`src/rtl/mem_pkg.sv`:
```
// Shared memory-side types for the instruction memory and its byte-stream loader.
package mem_pkg;
  typedef logic [31:0] word_t;

  localparam logic [7:0] LOADER_MAGIC = 8'hA5;

  typedef enum logic [2:0] {
    ST_IDLE,
    ST_LEN0,
    ST_LEN1,
    ST_DATA,
    ST_CSUM,
    ST_DONE
  } loader_state_e;
endpackage

```
`src/rtl/word_packer.sv`:
```
// Assembles little-endian bytes into 32-bit words and issues one imem write per word.
module word_packer
  import mem_pkg::*;
#(
  parameter int AddrW = 12
) (
  input  logic             clk,
  input  logic             reset,
  input  logic             clr,
  input  logic             byte_en,
  input  logic [7:0]       byte_in,
  output logic [1:0]       lane,
  output logic             we,
  output logic [AddrW-1:0] waddr,
  output word_t            wdata
);

  always_ff @(posedge clk or posedge reset) begin
    if (reset) begin
      lane  <= '0;
      we    <= 1'b0;
      waddr <= '0;
      wdata <= '0;
    end else begin
      we <= byte_en && (lane == 2'd3);
      if (clr) begin
        lane  <= '0;
        waddr <= '0;
      end else begin
        // address moves after the write cycle so waddr/wdata are stable while we is high
        if (we) waddr <= waddr + AddrW'(4);
        if (byte_en) begin
          wdata[{lane, 3'b000} +: 8] <= byte_in;
          lane                       <= lane + 2'd1;
        end
      end
    end
  end

endmodule

```
`src/rtl/imem_loader.sv`:
```
// Framed program loader: A5, 16-bit word count, LE words, XOR checksum -> imem writes.
module imem_loader
  import mem_pkg::*;
#(
  parameter  int MemSize       = 'h0000_1000,
  parameter  int TimeoutCycles = 1_000_000,
  localparam int MemAddrWidth  = $clog2(MemSize)
) (
  input  logic                    clk,
  input  logic                    reset,
  input  logic                    rx_valid,
  input  logic [7:0]              rx_data,
  output logic                    we,
  output logic [MemAddrWidth-1:0] waddr,
  output word_t                   wdata,
  output logic                    cpu_hold,
  output logic                    done,
  output logic                    error,
  output logic                    err_sticky
);

  localparam int unsigned MaxWords = int'(MemSize) / 4;
  localparam int          IdleW    = $clog2(TimeoutCycles);
  localparam logic [IdleW-1:0] IdleLast = IdleW'(TimeoutCycles - 2);

  loader_state_e    state;
  logic [7:0]       len_lo;
  logic [15:0]      n_words;
  logic [15:0]      word_idx;
  logic [7:0]       csum;
  logic [IdleW-1:0] idle_cnt;
  logic [1:0]       lane;
  logic [15:0]      len;
  logic             in_frame;
  logic             start;
  logic             byte_en;
  logic             timeout;

  assign len      = {rx_data, len_lo};
  assign in_frame = (state == ST_LEN0) || (state == ST_LEN1) ||
                    (state == ST_DATA) || (state == ST_CSUM);
  assign start    = (state == ST_IDLE) && rx_valid && (rx_data == LOADER_MAGIC);
  assign byte_en  = (state == ST_DATA) && rx_valid;
  // decided one cycle early so the registered error lands on the last idle cycle
  assign timeout  = in_frame && !rx_valid && (idle_cnt == IdleLast);

  word_packer #(.AddrW(MemAddrWidth)) u_packer (
    .clk     (clk),
    .reset   (reset),
    .clr     (start),
    .byte_en (byte_en),
    .byte_in (rx_data),
    .lane    (lane),
    .we      (we),
    .waddr   (waddr),
    .wdata   (wdata)
  );

  always_ff @(posedge clk or posedge reset) begin
    if (reset) begin
      state      <= ST_IDLE;
      len_lo     <= '0;
      n_words    <= '0;
      word_idx   <= '0;
      csum       <= '0;
      idle_cnt   <= '0;
      cpu_hold   <= 1'b0;
      done       <= 1'b0;
      error      <= 1'b0;
      err_sticky <= 1'b0;
    end else begin
      done  <= 1'b0;
      error <= 1'b0;
      if (in_frame && !rx_valid) idle_cnt <= idle_cnt + 1'b1;
      else                       idle_cnt <= '0;

      // every abort passes through ST_DONE so cpu_hold drops one cycle after the pulse
      if (timeout) begin
        error      <= 1'b1;
        err_sticky <= 1'b1;
        state      <= ST_DONE;
      end else begin
        unique case (state)
          ST_IDLE: if (start) begin
            cpu_hold   <= 1'b1;
            err_sticky <= 1'b0;
            csum       <= '0;
            state      <= ST_LEN0;
          end
          ST_LEN0: if (rx_valid) begin
            len_lo <= rx_data;
            state  <= ST_LEN1;
          end
          ST_LEN1: if (rx_valid) begin
            n_words  <= len;
            word_idx <= '0;
            if (len == 16'd0) begin
              state <= ST_CSUM;
            end else if (32'(len) > MaxWords) begin
              error      <= 1'b1;
              err_sticky <= 1'b1;
              state      <= ST_DONE;
            end else begin
              state <= ST_DATA;
            end
          end
          ST_DATA: if (rx_valid) begin
            csum <= csum ^ rx_data;
            if (lane == 2'd3) begin
              if (word_idx == n_words - 16'd1) state <= ST_CSUM;
              else                             word_idx <= word_idx + 16'd1;
            end
          end
          ST_CSUM: if (rx_valid) begin
            if (rx_data == csum) begin
              done <= 1'b1;
            end else begin
              error      <= 1'b1;
              err_sticky <= 1'b1;
            end
            state <= ST_DONE;
          end
          ST_DONE: begin
            cpu_hold <= 1'b0;
            state    <= ST_IDLE;
          end
          default: state <= ST_IDLE;
        endcase
      end
    end
  end

endmodule

```
`config.mk`:
```
export PLATFORM = sky130hd
export DESIGN_NAME = imem_loader
export DESIGN_NICKNAME = d
export VERILOG_FILES = /design/src/rtl/mem_pkg.sv /design/src/rtl/word_packer.sv /design/src/rtl/imem_loader.sv
export SDC_FILE = /design/constraint.sdc
export NUM_CORES = 1
export LEC_CHECK = 0
export BUFFER_PORTS_ARGS = -buffer_cell sky130_fd_sc_hd__buf_2
export CAP_MARGIN = 20
export CORE_ASPECT_RATIO = 0.75
export CORE_MARGIN = 4
export CORE_UTILIZATION = 29
export DETAILED_ROUTE_END_ITERATION = 16
export SETUP_SLACK_MARGIN = 0.02
export SLEW_MARGIN = 40
export SYNTH_ARGS = -nofsm -noshare
export SYNTH_HDL_FRONTEND = slang
export SYNTH_SLANG_ARGS = --single-unit
```
`constraint.sdc`:
```
create_clock -name clk -period 4.1 [get_ports clk]
set_clock_uncertainty 0.2 [all_clocks]
set_input_delay 0.205 -clock clk [delete_from_list [all_inputs] [get_ports clk]]
set_output_delay 0.205 -clock clk [all_outputs]
set_load 0.05 [all_outputs]
```
# --- After elaboration in Yosys (flattened, before gate mapping) ---
# Cells that the tools add are included.
word_totals:
  out_inout_bits: 49
  in_bits: 11
  wordCells: 123
  ff_bits: 122
classes:
  mux: 46
  n_eq_ne: 25
  add_sub_neg: 6
  reduce_logical: 26
  bitwise: 3
  shifts: 2
  magnitude_cmp: 1
op_table:
  columns: ["operator", "count"]
  rows:
  - ["two-way mux 16 bit", 4]
  - ["bitwise mux 32 bit", 1]
  - ["case mux 16 bit (2 select lines)", 1]
  - ["variable shift 8 x 7 -> 32 bit, first input constant", 1]
  - ["variable part select 8 x 7 -> 32 bit", 1]
  - ["two-way mux 3 bit", 10]
  - ["two-way mux 12 bit", 2]
  - ["inequality test 3 bit, second input constant", 7]
  - ["adder 20 x 1 -> 20 bit, second input constant", 1]
  - ["equality test 20 bit, second input constant", 1]
  - ["two-way mux 20 bit", 1]
  - ["two-way mux 1 bit", 18]
  - ["adder 16 x 1 -> 16 bit, second input constant", 1]
  - ["equality test 16 bit", 1]
  - ["> comparator 16 x 11 -> 1 bit, second input constant", 1]
  - ["zero test 16 bit", 1]
  - ["two-way mux 8 bit", 2]
  - ["case mux 8 bit (2 select lines)", 1]
  - ["subtractor 16 x 1 -> 16 bit, second input constant", 1]
  - ["case mux 3 bit (5 select lines)", 1]
  - ["AND reduction 7 bit", 2]
  - ["adder 12 x 3 -> 12 bit, second input constant", 1]
  - ["nonzero test 2 bit", 5]
  - ["inequality test 3 x 2 -> 1 bit, second input constant", 3]
  - ["other kinds (24)", 41]

# --- Logic depth before layout (Yosys ltp) ---
# Gate-level depths: netlist of the first run.
depth:
  ltp_word: 8
  depth_mapped: 10
  depth_no_buf: 9

# --- Cells and area by module ---
# Synthesis of the first run repeated with hierarchy kept, for this count alone.
unflattened:
  cells_unflattened: 628
  hier_area_um2: 6231.0
modules_own_cells:
  columns: ["mod", "area_each_um2", "cells_each", "n_inst", "seq_area_each_um2"]
  rows:
  - ["imem_loader", 4287.9, 472, 1, 1876.8]
  - ["word_packer", 1943.1, 156, 1, 1126.1]

# --- Least setup slack after synthesis of the first run ---
# OpenSTA, ideal clock, no wires.
synth_timing:
  path_kind: "reg2reg"
  start: "register n_words[3]"
  end: "register word_idx[0]"
  setup_slack_ps: 951
  n_path_buf: 0
  synth_period_minus_slack_ps: 3149
  setup_ps: 128
  t_arrival_ps: 2821
  t_required_ps: 3772
  path_stages_with_launch: 8
  path_cell_list: "dfrtp_1 > or4_4 > or4_1 > or3b_1 > a221oi_2 > nand4_2 > nand2_1 > mux2_1"
synth_between:
  elab_chain_len: 4
synth_lines:
  columns: ["item", "line", "source"]
  rows:
  - ["start: declaration", "imem_loader.sv:28", "logic [15:0] n_words;"]
  - ["start signal: assignment", "imem_loader.sv:95", "n_words <= len;"]
  - ["subtractor 16 x 1 -> 16 bit", "imem_loader.sv:110", "if (word_idx == n_words - 16'd1) state <= ST_CSUM;"]
  - ["equality test 16 bit", "imem_loader.sv:110", null]
  - ["inequality test 2 bit (no line)", null, null]
  - ["AND reduction 6 bit (no line)", null, null]
  - ["end signal: assignment", "imem_loader.sv:111", "else word_idx <= word_idx + 16'd1;"]
  - ["end: declaration", "imem_loader.sv:29", "logic [15:0] word_idx;"]
# No other way between the ends.
# A chain may end at the register's enable or synchronous reset.

# --- Worst setup path after layout of the first run ---
# Ends and elaborated chain as after synthesis.

==> impl_results.md, run 1 <==
- Run status: complete, no violations
- Floorplan row count: 46
- First-pass GRT wire length: between 20 and 30 mm
- Worst-Skew Late Latency: around 0.42 ns
- Area growth from synthesis to layout: 20.9%
- Maximum number of pins on one net before global-route repair: 74
- First-pass iteration count of the detailed router: 5
- Number of distinct library cell variants in the gate-level netlist after synthesis: 57
- Kind of start point of the critical path: register
- Type of the setup path with the least slack: register to register
- Overall die area: between 0.02 and 0.025 sq mm
- Proportion of netlist area held by the largest area contributor: around half
- Clock buffer count from CTS: 17
- Post-Synthesis Cells: 681
- Die width: 177 um
- Fraction of the yosys area taken by sequential cells: 48.1%
- Via count of the first global-routing pass: 4871
- CTS resizes: 0
- Headroom to the max-slew limit: approximately half
- Antenna Diode Count: 0
- Area occupied by registers: 0.00300 sq mm
- Post-synth top area cell: sky130_fd_sc_hd__dfrtp_1
- Required arrival time at the worst endpoint: about 4.2 ns
- Tmin final: 3.48 ns
- Antenna viol nets, final: 0
- Post-detailed-placement half-perimeter wirelength: 10.6 mm
- Worst setup slack after layout: ~0.62 ns
- Total global routing overflow: 0
- Buffers on Ports: between 50 and 60
- Sink Count: between 100 and 150
- Arrival time of the worst setup path: ~3.6 ns
- Filler Cell Count: approximately 2200
- Period Utilization, post-route: 84.8%
- Drt drc: 0
- Max-cap viol count: 0
- EDFF count, synth: 0
- Root buffer cell: sky130_fd_sc_hd__clkbuf_16
- Type of element capturing the critical path: register
- Maximum fanout along the worst path: 7
- Top cells by area in the synthesized netlist: sky130_fd_sc_hd__dfrtp_1 (48%), sky130_fd_sc_hd__nand2_1 (9.0%), sky130_fd_sc_hd__xor2_1 (4.6%)
- Power Density: 714 mW/mm^2
- Setup repair after global routing missed its margin: no
- Via density: 4.82
- Flip-flop and latch count after synthesis: between 100 and 150
- Post-place setup slack: between 0.6 and 0.7 ns
- Placed insts: roughly 1000
- Fin util: between 30% and 40%
- CTS tree: done
- Standard cell core area: 0.0211 sq mm
- Setup-violating endpoint count in the final report: 0
- Hold violation total from the final report: 0
- Count of pins over their slew limit: 0
- Multi-input combinational cell area: just over 0.003 sq mm
- Postcts setup bufs: 0
- Leading register cell type out of synthesis: sky130_fd_sc_hd__dfrtp_1
- Share of layout cells above drive strength 1: between 10% and 20%
- Tightest Hold Check Type: primary input to register
- I/O pin cnt: 60
- Number of standard cells in the layout, taps in and fillers out: ~1000
- Hold path start: rx_valid
- Slew at the pin with the worst max-slew slack: ~0.77 ns
- Total Negative Setup Slacks: 0 ns
- Average instance area after synthesis: 9.16 sq um
- Clk pin slew, worst setup/hold paths: approximately 0.050 ns
- Maximum clock frequency: 288 MHz
- Initial standard-cell utilization of the core: 29.5%
- GRT Resource Usage Total: roughly 14%
- Final-stage net count: 767
- Total via count in the routed design: between 5000 and 6000
- Yosys synthesis warning count: 0
- Largest vdd supply drop: between 0.4 and 0.5 mV
- Worst flop-to-flop path startpoint: n_words[3]
- DRT Wirelength: ~16 mm
- Antenna violations before repair: 0
- Share of synthesized flip-flops with an asynchronous set or reset: 100%
- Hold-fix buffers, CTS: 9
- Crit path launch: n_words[3]
- Routed wirelength normalized by instance count: roughly 15 um
- Synth Cell Area: between 0.006 and 0.007 sq mm
- Number of buffers on the longest clock path: 2
- Final weighted congestion in routability-driven placement: 0.811
- H-tree levels: 4
- Most frequent cells in the layout: sky130_fd_sc_hd__nand2_1 (149), sky130_fd_sc_hd__dfrtp_1 (120), sky130_fd_sc_hd__nor2_1 (61)
- Leading cell type in the layout, fill and taps excluded: sky130_fd_sc_hd__nand2_1
- Leakage Power: ~3.4 nW
- Post-layout total power: 5.38 mW
- Height of the chip: between 100 and 150 um
- First-iteration detailed-routing DRC count: approximately 340
## cells by family (layout without fill, tap and decap cells)
family | Yosys count | count (layout) | share of synthesized area, %
AOI/OAI and AO/OA | 93 | 93 | 9.42
xor gates and xnor gates | 52 | 52 | 7.30
adders and majority gates | 11 | 11 | 2.21
buffers and inverters | 43 | 119 | 2.85
DFF | 120 | 120 | 48.1
muxes | 25 | 25 | 4.19
other | 1 | 2 | 0.0601
and+or+nand+nor | 336 | 336 | 25.9
## sequential cells by signal (all words and copies together) (netlist names)
name,count
u_packer.wdata,32
idle_cnt,20
n_words,16
word_idx,16
u_packer.waddr,10
csum,8
len_lo,8
state,3
u_packer.lane,2
cpu_hold,1
done,1
err_sticky,1
error,1
u_packer.we,1
## worst paths after layout
check,endpoint,slack [ns],depth (start not counted)
min,done,0.02,2
max reg2reg,word_idx[0],0.62,7
max,word_idx[0],0.62,7
max in group asynchronous,len_lo[5],2.63,4
min in group asynchronous,u_packer.wdata[30],0.23,3
min reg2reg,u_packer.wdata[26],0.27,2
## per-layer routing
metal	up-vias	wire length, um	part of all wire (%)	track usage, %
li1	2474	-	-	-
met1	2426	8170	52	21.1
met2	120	6660	42	19.6
met3	19	742	4.7	3.58
met4	0	228	1.4	4.47
met5	-	0	0	0
## power by group
| group | leakage [nW] | internal, mW | switching, mW |
|---|---|---|---|
| Combinational | 1.53 | 0.661 | 1.33 |
| Sequential | 1.57 | 1.52 | 0.362 |
| Clock | 0.284 | 0.948 | 0.559 |
## synthesized netlist by cell type (all sizes together), types with 4 or more instances
cell / count
nor3b: 5
dfrtp: 120
or4: 6
ha: 11
xor2: 33
o211ai: 4
a22o: 7
a21oi: 9
mux2i: 16
nand2b: 13
mux2: 9
o21ai: 49
xnor2: 19
nor4: 8
nor2: 61
nand4: 18
or3: 6
nor4b: 5
clkbuf: 25
nand3: 22
nand3b: 4
nand2: 149
and4: 7
inv: 12
a31o: 4
and3: 10
buf: 6
nor3: 11
## per-stage QoR
stage,area (sq um),hold WS (ns)
2_1_floorplan,6240,0.239
3_3_place_gp,6830,0.258
3_5_place_dp,6860,0.168
4_1_cts,7540,0.00475
5_1_grt,7550,0.0399
6_report,7550,0.0241
## final cells by class
class	count	share of cell area [%]
clock buffer	23	6.33
clock inverter	9	1.53
inverter	12	0.663
multi-input combinational	519	41.0
sequential	120	39.8
tap	288	4.78
timing repair buffer	75	5.87
## worst max-delay path, cell delays in order (launching register included)
cell and delay, ns:
sky130_fd_sc_hd__dfrtp_1 0.45, sky130_fd_sc_hd__or4_4 0.60, sky130_fd_sc_hd__or4_1 0.50, sky130_fd_sc_hd__or3b_1 0.39, sky130_fd_sc_hd__a221oi_2 0.41, sky130_fd_sc_hd__nand4_2 0.26
sky130_fd_sc_hd__nand2_1 0.22, sky130_fd_sc_hd__mux2_1 0.33
Note: power is estimated with default switching activity, not from simulation.
==> inputs of run 2 (changes only) <==
--- a/config.mk
+++ b/config.mk
@@ -5,6 +5,7 @@
 export SDC_FILE = /design/constraint.sdc
 export NUM_CORES = 1
 export LEC_CHECK = 0
+export ABC_AREA = 1
 export BUFFER_PORTS_ARGS = -buffer_cell sky130_fd_sc_hd__buf_2
 export CAP_MARGIN = 20
 export CORE_ASPECT_RATIO = 0.75
==> constraint.sdc (replaced) <==
create_clock -name clk -period 3.6 [get_ports clk]
set_clock_uncertainty 0.2 [all_clocks]
set_input_delay 0.18 -clock clk [delete_from_list [all_inputs] [get_ports clk]]
set_output_delay 0.18 -clock clk [all_outputs]
set_load 0.05 [all_outputs]
==> run 2 against run 1 <==
Setup slack improved by 0.30 ns. Power increased by 22%. Clock power increased by 15%. Critical path type unchanged. Largest cell class unchanged.
==> impl_results.md, run 2 <==
- Hold-fix buffers, CTS: 9
- Power Density: a little over 800 mW/mm^2
- Tmin final: roughly 2.7 ns
- Overall die area: ~0.026 sq mm
- Largest vdd supply drop: ~0.48 mV
- DRT Wirelength: approximately 18 mm
- Post-synth top area cell: sky130_fd_sc_hd__dfrtp_1
- Type of the setup path with the least slack: register to register
- Most instantiated library cell after synthesis: sky130_fd_sc_hd__nand2_1
- Most frequent cell on the critical path: sky130_fd_sc_hd__inv_1
- Share of layout cells above drive strength 1: 14.2%
- Postcts setup bufs: 0
- Leading register cell type out of synthesis: sky130_fd_sc_hd__dfrtp_1
- Worst setup slack after layout: approximately 0.9 ns
- Run status: complete, no violations
- Standard cell core area: 0.0231 sq mm
- Clk pin slew, worst setup/hold paths: ~0.06 ns
- Arrival time of the worst setup path: around 2.8 ns
- Buffers on Ports: 57
- CTS tree: done
- Most flops, register: u_packer.wdata
- Top routing layer in use: met4
- Maximum fanout along the worst path: 17
- Total Negative Setup Slacks: 0 ns
- Fraction of the yosys area taken by sequential cells: 43.9%
- Type of element capturing the critical path: register
- First-iteration detailed-routing DRC count: between 500 and 600
- Yosys synthesis warning count: 0
- Clock buffer count from CTS: 17
- Synth Cell Area: between 0.006 and 0.007 sq mm
- Metal2 WL: 7.21 mm
- Area growth from synthesis to layout: 18.9%
- Max reg flops: 32
- Floorplan row count: 48
- Average instance area after synthesis: approximately 7.6 sq um
- Worst-Skew Late Latency: roughly 0.42 ns
- Filler Cell Count: about 2400
- Maximum number of pins on one net before global-route repair: 74
- Headroom to the max-slew limit: 49.5%
- Share of synthesized flip-flops with an asynchronous set or reset: 100%
- Setup-violating endpoint count in the final report: 0
- Die width: between 150 and 200 um
- GRT Resource Usage Total: approximately 14%
- Area share of xor/xnor cells in the synthesized design: 4.46%
- Number of distinct library cell variants in the gate-level netlist after synthesis: 41
- Total global routing overflow: 0
- Metal3 WL: between 1 and 1.5 mm
- Drt drc: 0
- Antenna viol nets, final: 0
- Max-cap viol count: 0
- Via density: 4.76
- Leakage Power: roughly 4 nW
- Count of pins over their slew limit: 0
- Combinational family with the most area after synthesis: simple AND/OR/NAND/NOR gates
- Period Utilization, post-route: 74.3%
- Sink Count: between 100 and 150
- Post-place setup slack: roughly 0.94 ns
- Synth Area in Compound Gates: a little under 8%
- First-pass iteration count of the detailed router: 7
- Setup slack, reg-to-reg: 0.93 ns
- Top cell types by occurrence after synthesis: sky130_fd_sc_hd__nand2_1 (215), sky130_fd_sc_hd__dfrtp_1 (120), sky130_fd_sc_hd__nor2_1 (106), sky130_fd_sc_hd__inv_1 (102), sky130_fd_sc_hd__nand3_1 (90)
- Slew at the pin with the worst max-slew slack: roughly 0.76 ns
- Maximum clock frequency: about 370 MHz
- Root buffer cell: sky130_fd_sc_hd__clkbuf_16
- Kind of start point of the critical path: register
- Routed wirelength normalized by instance count: 14.0 um
- Share of synthesized area spent on multiplexers: 0.823%
- Final-stage net count: roughly 1000
- Final weighted congestion in routability-driven placement: between 0.8 and 0.9
- Tightest Hold Check Type: primary input to register
- Via count of the first global-routing pass: a little under 6000
- Post-layout total power: 6.55 mW
- Top cells by area in the synthesized netlist: sky130_fd_sc_hd__dfrtp_1 (44%), sky130_fd_sc_hd__nand2_1 (12%), sky130_fd_sc_hd__nand3_1 (6.6%)
- Antenna violations before repair: 0
- Cell type of the slowest stage on the worst timing path: sky130_fd_sc_hd__o21ai_2
- Setup repair after global routing missed its margin: no
- Initial standard-cell utilization of the core: slightly below 30%
- Flip-flop and latch count after synthesis: between 100 and 150
- Number of buffers on the longest clock path: 2
- Worst stage delay on the critical path: approximately 0.60 ns
- Fraction of the mapped netlist area in simple logic gates: between 30% and 40%
- I/O pin cnt: 60
- CTS resizes: 0
- Leading registers by flop count: u_packer.wdata x32, idle_cnt x20
- Met1 layer wirelength in the final routing: 9.57 mm
- Post-Synthesis Cells: ~900
- Required arrival time at the worst endpoint: 3.71 ns
- Proportion of netlist area held by the largest area contributor: a little over two fifths
- Leading cell type in the layout, fill and taps excluded: sky130_fd_sc_hd__nand2_1
- Fin util: a little over a third
- Height of the chip: 141 um
- Most frequent cells in the layout: sky130_fd_sc_hd__nand2_1 (214), sky130_fd_sc_hd__dfrtp_1 (120), sky130_fd_sc_hd__nor2_1 (106)
- Post-detailed-placement half-perimeter wirelength: between 10 and 15 mm
- Critical Path, Cell by Cell: nor2_1 -> inv_1 -> nor2_2 -> inv_1 -> a21oi_2 -> buf_4 -> nand4_1 -> inv_1 -> o21ai_2 -> nand2_4 -> nand2_1 -> nand2_1
- EDFF count, synth: 0
- Antenna Diode Count: 0
- First-pass GRT wire length: just over 30 mm
- Hold violation total from the final report: 0
- Adder and majority gate portion of the synthesized area: 2.01%
- H-tree levels: 4
- Total via count in the routed design: slightly above 6000
==> run 2: layout make-up <==
type	count	area, sq um	share of cell area [%]
multi-input combinational	659	3340	41.0
sequential	120	3000	36.9
clock buffer	24	502	6.17
timing repair buffer	70	418	5.14
inverter	108	408	5.02
tap	300	375	4.62
clock inverter	7	91.3	1.12
==> run 2: metrics by stage <==
| step | area (sq um) | cells | hold slack [ns] |
|---|---|---|---|
| CTS | 8130 | 1288 | 0.0545 |
| finish | 8130 | 1288 | 0.0704 |
| detailed placement | 7450 | 1248 | 0.114 |
| global placement | 7450 | 1248 | 0.113 |
| floorplan | 6850 | 907 | 0.118 |
| global route | 8130 | 1288 | 0.105 |
==> run 2: path summary, 6_finish.rpt <==
kind / from / to / depth (start not counted)
setup / recovery: state[1] / word_idx[12] / 12
hold / removal: rx_valid / idle_cnt[17] / 5
setup reg to reg: state[1] / word_idx[12] / 12
hold reg to reg: u_packer.waddr[11] / u_packer.waddr[11] / 1
max in group asynchronous: reset / u_packer.waddr[4] / 4
min in group asynchronous: reset / idle_cnt[8] / 3
==> run 2: metal layers <==
metal  vias up  track usage, %
met2       148            19.4
met4         0            2.51
met5         -               0
met1      2912            22.4
li1       3063               -
met3        12            4.33
==> run 2: cells by family (layout without fill, tap and decap cells) <==
kind of cell,count (synthesis),after routing
flip-flops,120,120
multiplexers,5,5
XOR/XNOR,34,34
other,1,2
adder cells (fa/ha/maj),11,11
AND/OR/NAND/NOR,506,506
buffers and inverters,128,209
AO/OA/AOI/OAI,101,101
==> run 2: report_power, final <==
group	switching [mW]	internal (mW)	total, mW
clock network	0.636	1.10	1.74
registers	0.321	1.72	2.04
logic	1.99	0.779	2.77
total	2.95	3.60	6.55
==> run 2: worst max-delay path: cells and delay by family, from the launching register on <==
| family | cells | cell delay, ns |
|---|---|---|
| AO/OA/AOI/OAI | 2 | 0.66 |
| buffers and inverters | 4 | 0.48 |
| flip-flops | 1 | 0.39 |
| AND/OR/NAND/NOR | 6 | 0.82 |
==> inputs of run 3 (changes only) <==
==> constraint.sdc (replaced) <==
create_clock -name clk -period 2.3 [get_ports clk]
set_clock_uncertainty 0.2 [all_clocks]
set_input_delay 0.115 -clock clk [delete_from_list [all_inputs] [get_ports clk]]
set_output_delay 0.115 -clock clk [all_outputs]
set_load 0.05 [all_outputs]
==> run 3 against run 2 <==
Hold slack improved by 0.026 ns. Critical path depth up 3. Power rose by 64%. Critical path type unchanged.
==> impl_results.md, run 3 (synthesis gave the netlist of run 2 again) <==
- Run status: complete, no violations
- Setup repair after global routing missed its margin: yes
- Type of the setup path with the least slack: register to register
- DRT Wirelength: about 18 mm
- First-pass iteration count of the detailed router: 5
- Maximum clock frequency: roughly 440 MHz
- Routed wirelength normalized by instance count: about 14 um
- Worst-Skew Late Latency: between 0.4 and 0.5 ns
- Worst flop-to-flop path startpoint: n_words[4]
- Type of element capturing the critical path: register
- First-iteration detailed-routing DRC count: 425
- Share of layout cells above drive strength 1: 20.0%
- Power Density: roughly 1200 mW/mm^2
- Area growth from synthesis to layout: 26.2%
- Height of the chip: approximately 140 um
- Filler Cell Count: roughly 2300
- Drt drc: 0
- Number of standard cells in the layout, taps in and fillers out: ~1300
- Total global routing overflow: 0
- Maximum number of pins on one net before global-route repair: 38
- Maximum fanout along the worst path: 13
- Kind of start point of the critical path: register
- Final-stage net count: ~1000
- Worst slack on hold paths: roughly 0.096 ns
- Via density: approximately 4.7
- Die width: around 190 um
- Tmin final: approximately 2.3 ns
- Required arrival time at the worst endpoint: 2.41 ns
- Leakage Power: 4.19 nW
- Headroom to the max-slew limit: 62.9%
- Number of buffers on the longest clock path: 2
- Max reg flops: 32
- Root buffer cell: sky130_fd_sc_hd__clkbuf_16
- Total via count in the routed design: just over 6000
- Post-place setup slack: -0.0685 ns
- Post-layout total power: approximately 11 mW
- Worst setup slack after layout: 0.0264 ns
- Setup-violating endpoint count in the final report: 0
- Clock buffer count from CTS: 17
- Largest vdd supply drop: between 0.7 and 0.8 mV
- Tightest Hold Check Type: primary input to async pin
- Floorplan row count: 48
- Crit path launch: n_words[4]
- Max-cap viol count: 0
- Leading registers by flop count: u_packer.wdata x32, idle_cnt x20
- Leading cell type in the layout, fill and taps excluded: sky130_fd_sc_hd__nand2_1
- Antenna violations before repair: 0
- H-tree levels: 4
- Initial standard-cell utilization of the core: between 20 and 30%
- Hold violation total from the final report: 0
- Standard cell core area: between 0.02 and 0.025 sq mm
- Sink Count: between 100 and 150
- Buffers on Ports: 57
- Slew at the pin with the worst max-slew slack: between 0.5 and 0.6 ns
- Most frequent cells in the layout: sky130_fd_sc_hd__nand2_1 (212), sky130_fd_sc_hd__dfrtp_1 (118), sky130_fd_sc_hd__nor2_1 (100)
- CTS tree: done
- First-pass GRT wire length: roughly 30 mm
- Period Utilization, post-route: between 90% and 100%
- Overall die area: 0.0261 sq mm
- Arrival time of the worst setup path: around 2.4 ns
- Post-detailed-placement half-perimeter wirelength: roughly 14 mm
- Placed insts: 1290
- Antenna Diode Count: 0
- Final weighted congestion in routability-driven placement: a little under 0.9
- I/O pin cnt: 60
- Antenna viol nets, final: 0
- Count of pins over their slew limit: 0
- GRT Resource Usage Total: 14.3%
- Via count of the first global-routing pass: around 6000
- Most flops, register: u_packer.wdata
- Clk pin slew, worst setup/hold paths: around 0.06 ns
==> run 3: cell types whose count changed in the layout (fill, tap and decap cells not counted), moves of 4 or more <==
cell / change
sky130_fd_sc_hd__nand3_2: +5
sky130_fd_sc_hd__nor2_1: -6
sky130_fd_sc_hd__nand3_1: -6
sky130_fd_sc_hd__buf_4: +40
sky130_fd_sc_hd__buf_12: +4
sky130_fd_sc_hd__nor2_2: +4
==> run 3: path summary, 6_finish.rpt <==
| check | to | slack (ns) | cells past startpoint |
|---|---|---|---|
| hold reg to reg | u_packer.waddr[11] | 0.26 | 1 |
| setup / recovery | word_idx[2] | 0.03 | 15 |
| setup reg to reg | word_idx[2] | 0.03 | 15 |
| hold / removal | err_sticky | 0.1 | 3 |
| max in group asynchronous | n_words[4] | 1.22 | 4 |
| min in group clk | u_packer.waddr[11] | 0.26 | 1 |
==> run 3: per-layer routing <==
layer | GRT usage, % | part of all wire, % | vias up
met5 | 0 | 0 | -
met4 | 3.36 | 1.1 | 0
met3 | 3.71 | 5.8 | 27
li1 | - | - | 3151
met2 | 18.8 | 39 | 161
met1 | 22.9 | 54 | 2868
==> run 3: critical path, cell delays in order (launching register included) <==
cell	delay [ns]
sky130_fd_sc_hd__dfrtp_2	0.46
sky130_fd_sc_hd__nor2_4	0.21
sky130_fd_sc_hd__nand3_1	0.13
sky130_fd_sc_hd__inv_1	0.14
sky130_fd_sc_hd__nand2_1	0.07
sky130_fd_sc_hd__nand2_1	0.05
sky130_fd_sc_hd__nand2_1	0.08
sky130_fd_sc_hd__nor2_2	0.11
sky130_fd_sc_hd__nand2_1	0.06
sky130_fd_sc_hd__nor2_2	0.10
sky130_fd_sc_hd__nand3_1	0.10
sky130_fd_sc_hd__nand2_2	0.09
sky130_fd_sc_hd__nand2_4	0.08
sky130_fd_sc_hd__buf_12	0.16
sky130_fd_sc_hd__nand3_1	0.06
sky130_fd_sc_hd__nand2_1	0.05
==> run 3: final cells by class <==
type / count / area [sq um] / share of cell area [%]
tap: 300 / 375 / 4.35
sequential: 120 / 3010 / 34.8
clock buffer: 23 / 498 / 5.77
inverter: 108 / 417 / 4.82
clock inverter: 8 / 93.8 / 1.09
multi-input combinational: 659 / 3440 / 39.8
timing repair buffer: 115 / 808 / 9.36
==> run 3: what timing repair did <==
item                                    CTS  global route
hold endpoints to repair                156             0
endpoints found under the setup margin   18            25
hold buffers                             10             0
pin swaps                                 2             6
gates resized for setup                   3            27
buffers inserted                          0             2
==> run 3: metrics by stage <==
stage	instance area [sq um]	utilization, %	setup TNS [ns]
final	8640	37.3	0
after detailed placement	7810	33.8	-0.607
after global routing	8640	37.3	-2.13
after floorplan	6850	-	0
after global placement	7810	33.8	-0.000973
after CTS	8520	36.9	0
==> run 3: report_power, final <==
group          internal [mW]  switching, mW  total [mW]
sequential              2.69          0.476        3.17
combinational           1.55           3.31        4.86
clock                   1.72          0.969        2.69
